===== src/rtl/time_display_if.sv =====
// Signal bundle between the timekeeping core and the 6-digit multiplexed display driver.
interface time_display_if;
    logic [4:0] hours;
    logic [5:0] mins;
    logic [5:0] secs;
    logic       buzzer;
    logic [5:0] an;
    logic [6:0] seg;
    logic       dp;
    logic       conv_done;

    modport master (
        output hours, mins, secs, buzzer,
        input  an, seg, dp, conv_done
    );

    modport slave (
        input  hours, mins, secs, buzzer,
        output an, seg, dp, conv_done
    );
endinterface


===== src/rtl/time_display_mux.sv =====
// HH.MM.SS multiplexed 7-segment driver: per-frame sequential binary-to-BCD
// conversion, digit scanning and buzzer-driven blinking.
module time_display_mux #(
    parameter int unsigned DIGIT_TICKS  = 125000,
    parameter int unsigned BLINK_FRAMES = 250
) (
    input logic          clk,
    input logic          reset,
    time_display_if.slave io
);
    localparam int unsigned TICK_W  = $clog2(DIGIT_TICKS);
    localparam int unsigned FRAME_W = (BLINK_FRAMES > 1) ? $clog2(BLINK_FRAMES) : 1;
    localparam logic [TICK_W-1:0]  TICK_LAST  = TICK_W'(DIGIT_TICKS - 1);
    localparam logic [FRAME_W-1:0] FRAME_LAST = FRAME_W'(BLINK_FRAMES - 1);

    typedef enum logic [1:0] {IDLE, LOAD, SUB, COMMIT} conv_state_t;

    logic [TICK_W-1:0]  tick_cnt;
    logic [2:0]         digit_idx;
    logic [FRAME_W-1:0] frame_cnt;
    logic               blink_phase;
    logic               frame_start;

    conv_state_t state;
    logic [2:0]  sub_cnt;
    logic [4:0]  work_h;
    logic [5:0]  work_m;
    logic [5:0]  work_s;
    logic [1:0]  tens_h;
    logic [2:0]  tens_m;
    logic [2:0]  tens_s;

    logic [1:0]  disp_h_tens;
    logic [3:0]  disp_h_ones;
    logic [2:0]  disp_m_tens;
    logic [3:0]  disp_m_ones;
    logic [2:0]  disp_s_tens;
    logic [3:0]  disp_s_ones;

    logic [3:0]  cur_bcd;
    logic [5:0]  an_q;
    logic [6:0]  seg_q;
    logic        dp_q;
    logic        conv_done_q;

    assign frame_start  = (tick_cnt == '0) && (digit_idx == '0);
    assign io.an        = an_q;
    assign io.seg       = seg_q;
    assign io.dp        = dp_q;
    assign io.conv_done = conv_done_q;

    function automatic logic [6:0] seg_of(input logic [3:0] d);
        case (d)
            4'd0:    seg_of = 7'h40;
            4'd1:    seg_of = 7'h79;
            4'd2:    seg_of = 7'h24;
            4'd3:    seg_of = 7'h30;
            4'd4:    seg_of = 7'h19;
            4'd5:    seg_of = 7'h12;
            4'd6:    seg_of = 7'h02;
            4'd7:    seg_of = 7'h78;
            4'd8:    seg_of = 7'h00;
            4'd9:    seg_of = 7'h10;
            default: seg_of = 7'h7F;
        endcase
    endfunction

    always_ff @(posedge clk or posedge reset) begin
        if (reset) begin
            tick_cnt  <= '0;
            digit_idx <= '0;
        end else if (tick_cnt == TICK_LAST) begin
            tick_cnt  <= '0;
            digit_idx <= (digit_idx == 3'd5) ? 3'd0 : digit_idx + 3'd1;
        end else begin
            tick_cnt <= tick_cnt + TICK_W'(1);
        end
    end

    always_ff @(posedge clk or posedge reset) begin
        if (reset) begin
            frame_cnt   <= '0;
            blink_phase <= 1'b0;
        end else if (!io.buzzer) begin
            frame_cnt   <= '0;
            blink_phase <= 1'b0;
        end else if (frame_start) begin
            if (frame_cnt == FRAME_LAST) begin
                frame_cnt   <= '0;
                blink_phase <= ~blink_phase;
            end else begin
                frame_cnt <= frame_cnt + FRAME_W'(1);
            end
        end
    end

    // Six repeated-subtraction steps cover the largest field value (63).
    always_ff @(posedge clk or posedge reset) begin
        if (reset) begin
            state       <= IDLE;
            sub_cnt     <= '0;
            work_h      <= '0;
            work_m      <= '0;
            work_s      <= '0;
            tens_h      <= '0;
            tens_m      <= '0;
            tens_s      <= '0;
            disp_h_tens <= '0;
            disp_h_ones <= '0;
            disp_m_tens <= '0;
            disp_m_ones <= '0;
            disp_s_tens <= '0;
            disp_s_ones <= '0;
            conv_done_q <= 1'b0;
        end else begin
            conv_done_q <= 1'b0;
            case (state)
                IDLE: begin
                    if (frame_start) state <= LOAD;
                end
                LOAD: begin
                    work_h  <= io.hours;
                    work_m  <= io.mins;
                    work_s  <= io.secs;
                    tens_h  <= '0;
                    tens_m  <= '0;
                    tens_s  <= '0;
                    sub_cnt <= '0;
                    state   <= SUB;
                end
                SUB: begin
                    if (work_h >= 5'd10) begin
                        work_h <= work_h - 5'd10;
                        tens_h <= tens_h + 2'd1;
                    end
                    if (work_m >= 6'd10) begin
                        work_m <= work_m - 6'd10;
                        tens_m <= tens_m + 3'd1;
                    end
                    if (work_s >= 6'd10) begin
                        work_s <= work_s - 6'd10;
                        tens_s <= tens_s + 3'd1;
                    end
                    if (sub_cnt == 3'd5) begin
                        state       <= COMMIT;
                        conv_done_q <= 1'b1;
                    end else begin
                        sub_cnt <= sub_cnt + 3'd1;
                    end
                end
                COMMIT: begin
                    disp_h_tens <= tens_h;
                    disp_h_ones <= work_h[3:0];
                    disp_m_tens <= tens_m;
                    disp_m_ones <= work_m[3:0];
                    disp_s_tens <= tens_s;
                    disp_s_ones <= work_s[3:0];
                    state       <= IDLE;
                end
                default: state <= IDLE;
            endcase
        end
    end

    always_comb begin
        cur_bcd = '0;
        case (digit_idx)
            3'd0:    cur_bcd = disp_s_ones;
            3'd1:    cur_bcd = {1'b0, disp_s_tens};
            3'd2:    cur_bcd = disp_m_ones;
            3'd3:    cur_bcd = {1'b0, disp_m_tens};
            3'd4:    cur_bcd = disp_h_ones;
            3'd5:    cur_bcd = {2'b00, disp_h_tens};
            default: cur_bcd = '0;
        endcase
    end

    // Blanking is gated with the live buzzer so a falling buzzer re-enables
    // the digits on the very next registered output.
    always_ff @(posedge clk or posedge reset) begin
        if (reset) begin
            an_q  <= '1;
            seg_q <= '1;
            dp_q  <= 1'b1;
        end else begin
            an_q  <= (blink_phase && io.buzzer) ? 6'h3F : ~(6'd1 << digit_idx);
            seg_q <= seg_of(cur_bcd);
            dp_q  <= !((digit_idx == 3'd2) || (digit_idx == 3'd4));
        end
    end
endmodule

===== src/flat_wrapper.sv =====
// flat-port wrapper written by rule: the top's interface ports become plain ports
module time_display_mux_flat 
#(
    parameter int unsigned DIGIT_TICKS  = 125000,
    parameter int unsigned BLINK_FRAMES = 250
)
  (clk, reset, io_hours, io_mins, io_secs, io_buzzer, io_an, io_seg, io_dp, io_conv_done);
  time_display_if io_i ();
  input logic clk;
  input logic reset;
  input wire logic [$bits(io_i.hours)-1:0] io_hours;
  input wire logic [$bits(io_i.mins)-1:0] io_mins;
  input wire logic [$bits(io_i.secs)-1:0] io_secs;
  input wire logic [$bits(io_i.buzzer)-1:0] io_buzzer;
  output wire logic [$bits(io_i.an)-1:0] io_an;
  output wire logic [$bits(io_i.seg)-1:0] io_seg;
  output wire logic [$bits(io_i.dp)-1:0] io_dp;
  output wire logic [$bits(io_i.conv_done)-1:0] io_conv_done;
  assign io_i.hours = io_hours;
  assign io_i.mins = io_mins;
  assign io_i.secs = io_secs;
  assign io_i.buzzer = io_buzzer;
  assign io_an = io_i.an;
  assign io_seg = io_i.seg;
  assign io_dp = io_i.dp;
  assign io_conv_done = io_i.conv_done;
  time_display_mux #(.DIGIT_TICKS(DIGIT_TICKS), .BLINK_FRAMES(BLINK_FRAMES)) u_core (.clk(clk), .reset(reset), .io(io_i));
endmodule

===== config.mk =====
export PLATFORM = sky130hd
export DESIGN_NAME = time_display_mux_flat
export DESIGN_NICKNAME = d
export VERILOG_FILES = /design/src/rtl/time_display_if.sv /design/src/rtl/time_display_mux.sv /design/src/flat_wrapper.sv
export SDC_FILE = /design/constraint.sdc
export NUM_CORES = 1
export LEC_CHECK = 0
export CAP_MARGIN = 20
export CORE_MARGIN = 5
export CORE_UTILIZATION = 51
export CTS_CLUSTER_SIZE = 25
export DETAILED_ROUTE_END_ITERATION = 16
export GPL_TIMING_DRIVEN = 0
export HOLD_SLACK_MARGIN = 0.05
export PLACE_DENSITY = 0.71
export SYNTH_ARGS = -nofsm -noshare
export SYNTH_HDL_FRONTEND = slang
export SYNTH_SLANG_ARGS = --single-unit

===== constraint.sdc =====
create_clock -name clk -period 5.7 [get_ports clk]
set_input_delay 1.71 -clock clk [delete_from_list [all_inputs] [get_ports clk]]
set_output_delay 1.71 -clock clk [all_outputs]
set_load 0.02 [all_outputs]

==> results of run 1 <==
-- area by class of cell --
cell class	count	area, sq um
multi-input combinational	322	2200
inverter	28	108
tap	111	139
clock buffer	10	138
clock inverter	6	109
sequential	94	2370
fill	784	3640
timing repair buffer	35	368
buffer	17	80.1
-- metrics by stage --
step	worst slack, ps	std cells	hold WS, ps	util [%]
floorplan	1560	461	445	-
global placement	153	606	470	57.2
detailed placement	2780	607	473	57.6
CTS	2490	623	485	60.3
global route	2460	623	497	60.3
finish	2520	623	481	60.3
-- worst min-delay path by stage --
| stage | from | to | slack [ps] | depth (start not counted) |
|---|---|---|---|---|
| CTS | u_core.tick_cnt[0]$_DFF_PP0_ | u_core.tick_cnt[0]$_DFF_PP0_ | 490 | 1 |
| finish | u_core.tick_cnt[0]$_DFF_PP0_ | u_core.tick_cnt[0]$_DFF_PP0_ | 480 | 1 |
| global route | u_core.tick_cnt[0]$_DFF_PP0_ | u_core.tick_cnt[0]$_DFF_PP0_ | 500 | 1 |
| detailed placement | u_core.tick_cnt[0]$_DFF_PP0_ | u_core.tick_cnt[0]$_DFF_PP0_ | 470 | 1 |
| floorplan | u_core.tens_h[1]$_DFFE_PP0P_ | u_core.tens_h[1]$_DFFE_PP0P_ | 440 | 1 |
| global placement | u_core.tick_cnt[0]$_DFF_PP0_ | u_core.tick_cnt[0]$_DFF_PP0_ | 470 | 1 |
-- kinds of logic (layout without fill, tap and decap cells) --
family,count (synthesis),count (layout),synth area share [%]
and+or+nand+nor,152,152,16.2
AOI/OAI and AO/OA,98,98,13.5
DFF,94,94,49.8
buffers and inverters,45,96,3.89
muxes,32,32,7.44
adders and majority gates,22,22,5.78
xor gates and xnor gates,18,18,3.31
-- cell usage after synthesis (all sizes together), types with 3 or more instances --
cell	count	share of area, %
a211oi	4	0.63
a21boi	11	1.8
a21oi	23	2.4
a31oi	5	0.66
and2	7	0.92
buf	7	0.89
clkbuf	10	0.79
dfrtp	80	42
dfstp	14	7.7
ha	22	5.8
inv	27	2.1
mux2	27	6.4
mux2i	5	1.1
nand2	48	3.8
nand3	25	2.7
nand4	4	0.53
nor2	27	2.3
nor2b	8	1.1
nor3	5	0.53
nor3b	3	0.58
o21ai	26	2.7
o22a	3	0.55
o22ai	3	0.39
o31ai	5	0.79
or2	3	0.39
or3	8	1.1
or4	7	1.3
xnor2	8	1.5
xor2	10	1.8
-- state kept, by name, summed over array words and instances (netlist names), 4 cells and up --
name                flops
u_core.disp_h_ones      4
u_core.disp_m_ones      4
u_core.disp_s_ones      4
u_core.frame_cnt        8
u_core.io.an            6
u_core.io.seg           7
u_core.tick_cnt        17
u_core.work_h           5
u_core.work_m           6
u_core.work_s           6
-- layout by cell type (no fill, tap or decap), types with 14 or more instances in the layout --
cell type         n
a21oi_1          23
clkdlybuf4s50_1  34
dfrtp_1          80
dfstp_2          14
ha_1             22
inv_1            26
mux2_2           23
nand2_1          48
nand3_1          24
nor2_1           26
o21ai_0          21
-- power by group through the flow --
stage	clock network, uW	logic [uW]	registers (uW)
floorplan	0	337	950
global placement	0	471	950
detailed placement	0	490	957
CTS	545	493	944
global route	574	548	964
finish	532	487	944
-- per-layer routing --
metal	vias to the layer above	routed length, um	global-route usage [%]
met5	-	0	0
li1	1716	-	-
met4	0	77	5.39
met1	1679	4430	23.8
met3	7	267	2.71
met2	46	4390	28.2
==> impl_metrics.csv, run 1 <==
group,metric,value,unit
logic_synthesis,synth_ff_type,"dfrtp_1",
critical_path,cp.arrival,1470,ps
clock_network,ctsHoldBuffers,0,
logic_synthesis,ys_ff_latch,94,
power_and_ir_drop,swShare,29.6,%
critical_path,worst-path-max-fanout,1,
detailed_routing,drt-initial-drc-count,112,
floorplan,core,9150,sq um
power_and_ir_drop,power_frac_clock,27.1,%
finish,fin_nets,549,
critical_path,critPathMaxStageDelay,600,ps
power_and_ir_drop,pwr-share-comb,24.8,%
finish,finalInstanceArea,5520,sq um
detailed_routing,firstDrtPassIters,4,
critical_path,cp_num_cells,1,
clock_network,cts-resized-gates,0,
critical_path,critical_path_required,3990,ps
global_route,antenna_found_initial,0,
global_route,first_global_vias,3431,
timing,fin_crit_sh,55.8,%
run_status,status,"complete, no violations",
logic_synthesis,netlist_instances,461,
finish,diodes,0,
placement,place_congestion,0.814,
clock_network,htreeDepth,3,
power_and_ir_drop,peakVddDrop,0.000181,V
clock_network,clkTransAtPathRegs,90,ps
logic_synthesis,avgSynthCellArea,10.3,sq um
clock_network,cts_num_sinks,94,
logic_synthesis,ys_seq_area_share,49.8,%
power_and_ir_drop,power.total,1960,uW
logic_synthesis,syn_nets,503,
global_route,grt_overflow,0,
critical_path,reg2reg_from,"u_core.digit_idx[0]$_DFFE_PP0N_",
timing,slew_violations,0,
clock_network,clk_latency,350,ps
power_and_ir_drop,p_int,1380,uW
clock_network,post_cts_buffers,0,
placement,io_buffers,34,
clock_network,cts_max_path_buffers,2,
timing,finalSetupViolations,0,
logic_synthesis,synth_edf_count,0,
timing,slew_headroom,60.2,%
global_route,grtUsageTotal,17.3,%
critical_path,ff2ff_path_depth,8,
global_route,grt_pass1_wl,16000,um
floorplan,dieArea,11400,sq um
placement,placedInstanceArea,5270,sq um
global_route,grt_max_degree,71,
detailed_routing,wl_per_cell,14.7,um
timing,fin_crit,3180,ps
clock_network,cts_tree,"yes",
power_and_ir_drop,total_leakage_power,0.00233,uW
critical_path,worstSetupStartpointType,"flip-flop",
detailed_routing,drt-total-wl,9170,um
detailed_routing,ant_nets,0,
finish,syn_to_final_growth,15.9,%
critical_path,crit_type,"flip-flop to output port",
timing,fin_skew,10.4,ps
floorplan,rows,35,
detailed_routing,drcViolationCount,0,
finish,drive_above_1_share,14.5,%
critical_path,endpoint_kind,"output port",
floorplan,io_pins,35,
critical_path,worst-path-buf-inv,1,
logic_synthesis,async_flop_share,100,%
critical_path,crit_end,"io_seg[0]",
detailed_routing,vias_per_cell,5.53,
critical_path,critPathLaunch,"u_core.io.seg[0]$_DFF_PP1_",
timing,hold_violations,0,
critical_path,r2r_end,"u_core.io.seg[4]$_DFF_PP1_",
logic_synthesis,netlist_area,4760,sq um
floorplan,initial_utilization,52.0,%
timing,fmax,0.314,GHz
clock_network,cts_buffers,9,
critical_path,cp_cell_sequence,"clkdlybuf4s50_1",
critical_path,crit_slowest_cell,"clkdlybuf4s50_1",
timing,tns,0,ps
min_path,min_path_type,"flip-flop to flip-flop",
detailed_routing,vias,3448,
logic_synthesis,yosys_warnings,0,
logic_synthesis,ys_types,60,
power_and_ir_drop,p_sw,581,uW
floorplan,die_h,107,um
run,maxCapViolations,0,
power_and_ir_drop,p_seq_share,48.1,%
timing,rsz0062_at_grt,"no",
placement,hpwlAfterDp,6780,um
power_and_ir_drop,power_density,356,nW/um^2
floorplan,die_w,107,um
critical_path,critPathTopFamily,"buffers and inverters",
clock_network,cts_root_buf,"clkbuf_8",
timing,tightest_slew,597,ps
critical_path,r2r_slack,3240,ps
Note: power is estimated with default switching activity, not from simulation.
==> run 2, diff against run 1 <==
PLACE_DENSITY = 0.74   (was 0.71)
clock period = 2.78 ns   (was 5.7 ns; I/O delays follow)
==> run 2 against run 1 <==
Clock-buffer cell count rose by 1. Register-to-register slack got worse by 2900 ps. Design area is 0.59% lower. Global-route usage grew 0.63 points. Clock power rose by 73%. Worst setup slack worse by 2200 ps. Cell count increased by 0.16%. Core utilization decreased by 0.36 points. Clock skew up 4.2 ps. Critical path type is now flip-flop to flip-flop.
==> impl_metrics.csv, run 2 (synthesis results as in run 1) <==
group,metric,value,unit
detailed_routing,vias,3505,
power_and_ir_drop,peakVddDrop,0.000401,V
clock_network,cts-resized-gates,0,
min_path,min_path_type,"flip-flop to flip-flop",
critical_path,crit_type,"flip-flop to flip-flop",
critical_path,worstSetupStartpointType,"flip-flop",
global_route,antenna_found_initial,0,
floorplan,initial_utilization,52.0,%
placement,dp_cells,608,
clock_network,cts_buffers,9,
finish,final_common_cell,"dfrtp_1",
finish,syn_to_final_growth,15.2,%
global_route,grt_pass1_wl,16500,um
critical_path,cp_cell_sequence,"clkbuf_1 > and2_1 > ha_1 > a32oi_1 > o211ai_1 > inv_1 > ha_1 > mux2_1 > a21oi_1",
critical_path,cp.arrival,2710,ps
finish,diodes,0,
timing,fin_crit,2430,ps
detailed_routing,vias_per_cell,5.62,
clock_network,clkTransAtPathRegs,90,ps
detailed_routing,wl_per_cell,15.0,um
timing,fin_skew,14.6,ps
global_route,grt_overflow,0,
timing,slew_violations,0,
critical_path,ff2ff_path_depth,9,
clock_network,cts_num_sinks,94,
timing,rsz0062_at_grt,"no",
power_and_ir_drop,power_density,707,nW/um^2
critical_path,critPathMostFrequentCell,"ha_1",
critical_path,crit_slowest_cell,"dfrtp_1",
clock_network,cts_root_buf,"clkbuf_8",
clock_network,clk_latency,360,ps
timing,fin_crit_sh,87.4,%
run,maxCapViolations,0,
detailed_routing,drt-initial-drc-count,140,
finish,instances_no_fill,624,
timing,slew_headroom,60.5,%
critical_path,critPathMaxStageDelay,390,ps
finish,finalInstanceArea,5480,sq um
finish,layout_common_cells,"80 x dfrtp_1, 48 x nand2_1, 34 x clkdlybuf4s50_1, 26 x nor2_1, 26 x inv_1",
finish,fillers,763,
finish,largest_reg_flops,17,
global_route,first_global_vias,3540,
floorplan,dieArea,11400,sq um
clock_network,cts_tree,"yes",
detailed_routing,drcViolationCount,0,
timing,hold_violations,0,
detailed_routing,firstDrtPassIters,4,
placement,place_congestion,0.825,
floorplan,die_w,107,um
clock_network,cts_max_path_buffers,2,
finish,drive_above_1_share,14.4,%
floorplan,io_pins,35,
placement,placedInstanceArea,5280,sq um
timing,fmax,0.412,GHz
critical_path,worst-path-max-fanout,10,
run_status,status,"complete, no violations",
min_path,hold_path_depth,1,
floorplan,die_h,107,um
clock_network,htreeDepth,3,
finish,fin_nets,550,
floorplan,rows,35,
finish,top_register,"u_core.tick_cnt",
timing,tightest_slew,592,ps
global_route,grtUsageTotal,17.9,%
finish,postLayoutCoreUtil,59.9,%
floorplan,core,9150,sq um
placement,hpwlAfterDp,7000,um
detailed_routing,ant_nets,0,
power_and_ir_drop,total_leakage_power,0.00230,uW
detailed_routing,drt-total-wl,9350,um
global_route,grt_max_degree,41,
power_and_ir_drop,power.total,3880,uW
critical_path,endpoint_kind,"flip-flop",
placement,io_buffers,34,
clock_network,ctsHoldBuffers,0,
clock_network,post_cts_buffers,0,
critical_path,critical_path_required,3060,ps
timing,tns,0,ps
timing,finalSetupViolations,0,
[run 2: changes by cell type in the layout (fill, tap and decap cells not counted), sizes merged]
| cell | before | now |
|---|---|---|
| clkinvlp | 0 | 3 |
| bufinv | 3 | 1 |
| buf | 8 | 9 |
| clkbuf | 20 | 21 |
| clkinv | 4 | 3 |
| inv | 27 | 26 |
[run 2: critical path, delay by kind of cell (launching register included)]
family	cells	cell delay [ps]
flops	1	390
compound gates	3	470
fa+ha+maj	2	510
mux	1	290
buf+inv	2	510
simple gates	1	190
[run 2: power breakdown]
group	leakage (uW)	internal, uW	switching [uW]
Sequential	0.00115	1700	240
Combinational	0.00105	514	498
Clock	0.0000955	441	482
Total	0.00230	2660	1220
[run 2: metal layers]
| metal | up-vias | GRT usage (%) | wire [um] |
|---|---|---|---|
| li1 | 1713 | - | - |
| met1 | 1714 | 24.4 | 4470 |
| met2 | 64 | 28.7 | 4410 |
| met3 | 14 | 3.13 | 286 |
| met4 | 0 | 6.85 | 182 |
| met5 | - | 0 | 0 |
[run 2: through the flow]
| stage | hold WS, ps | setup slack (ps) |
|---|---|---|
| 2_1_floorplan | 445 | 639 |
| 3_3_place_gp | 473 | -113 |
| 3_5_place_dp | 477 | 373 |
| 4_1_cts | 491 | 339 |
| 5_1_grt | 512 | 119 |
| 6_report | 489 | 351 |
[run 2: layout make-up]
cell class / count / area, sq um / area share [%]
clock inverter: 5 / 58.8 / 1.07
clock buffer: 11 / 141 / 2.58
timing repair buffer: 36 / 380 / 6.94
tap: 111 / 139 / 2.53
buffer: 17 / 80.1 / 1.46
inverter: 28 / 109 / 1.99
sequential: 94 / 2370 / 43.2
multi-input combinational: 322 / 2200 / 40.2
[run 2: final timing paths]
check,from,endpoint,slack [ps]
min in group asynchronous,reset,u_core.digit_idx[2]$_DFFE_PP0N_,860
min,u_core.tens_h[1]$_DFFE_PP0P_,u_core.tens_h[1]$_DFFE_PP0P_,490
max in group asynchronous,reset,u_core.io.seg[3]$_DFF_PP1_,1050
min reg2reg,u_core.tens_h[1]$_DFFE_PP0P_,u_core.tens_h[1]$_DFFE_PP0P_,490
max,u_core.digit_idx[0]$_DFFE_PP0N_,u_core.io.seg[5]$_DFF_PP1_,350
max reg2reg,u_core.digit_idx[0]$_DFFE_PP0N_,u_core.io.seg[5]$_DFF_PP1_,350
==> run 3, diff against run 2 <==
ABC_AREA = 0   (was unset)
==> results of run 3 <==
Same layout as run 2: the final DEF is identical, and so are final timing and power.
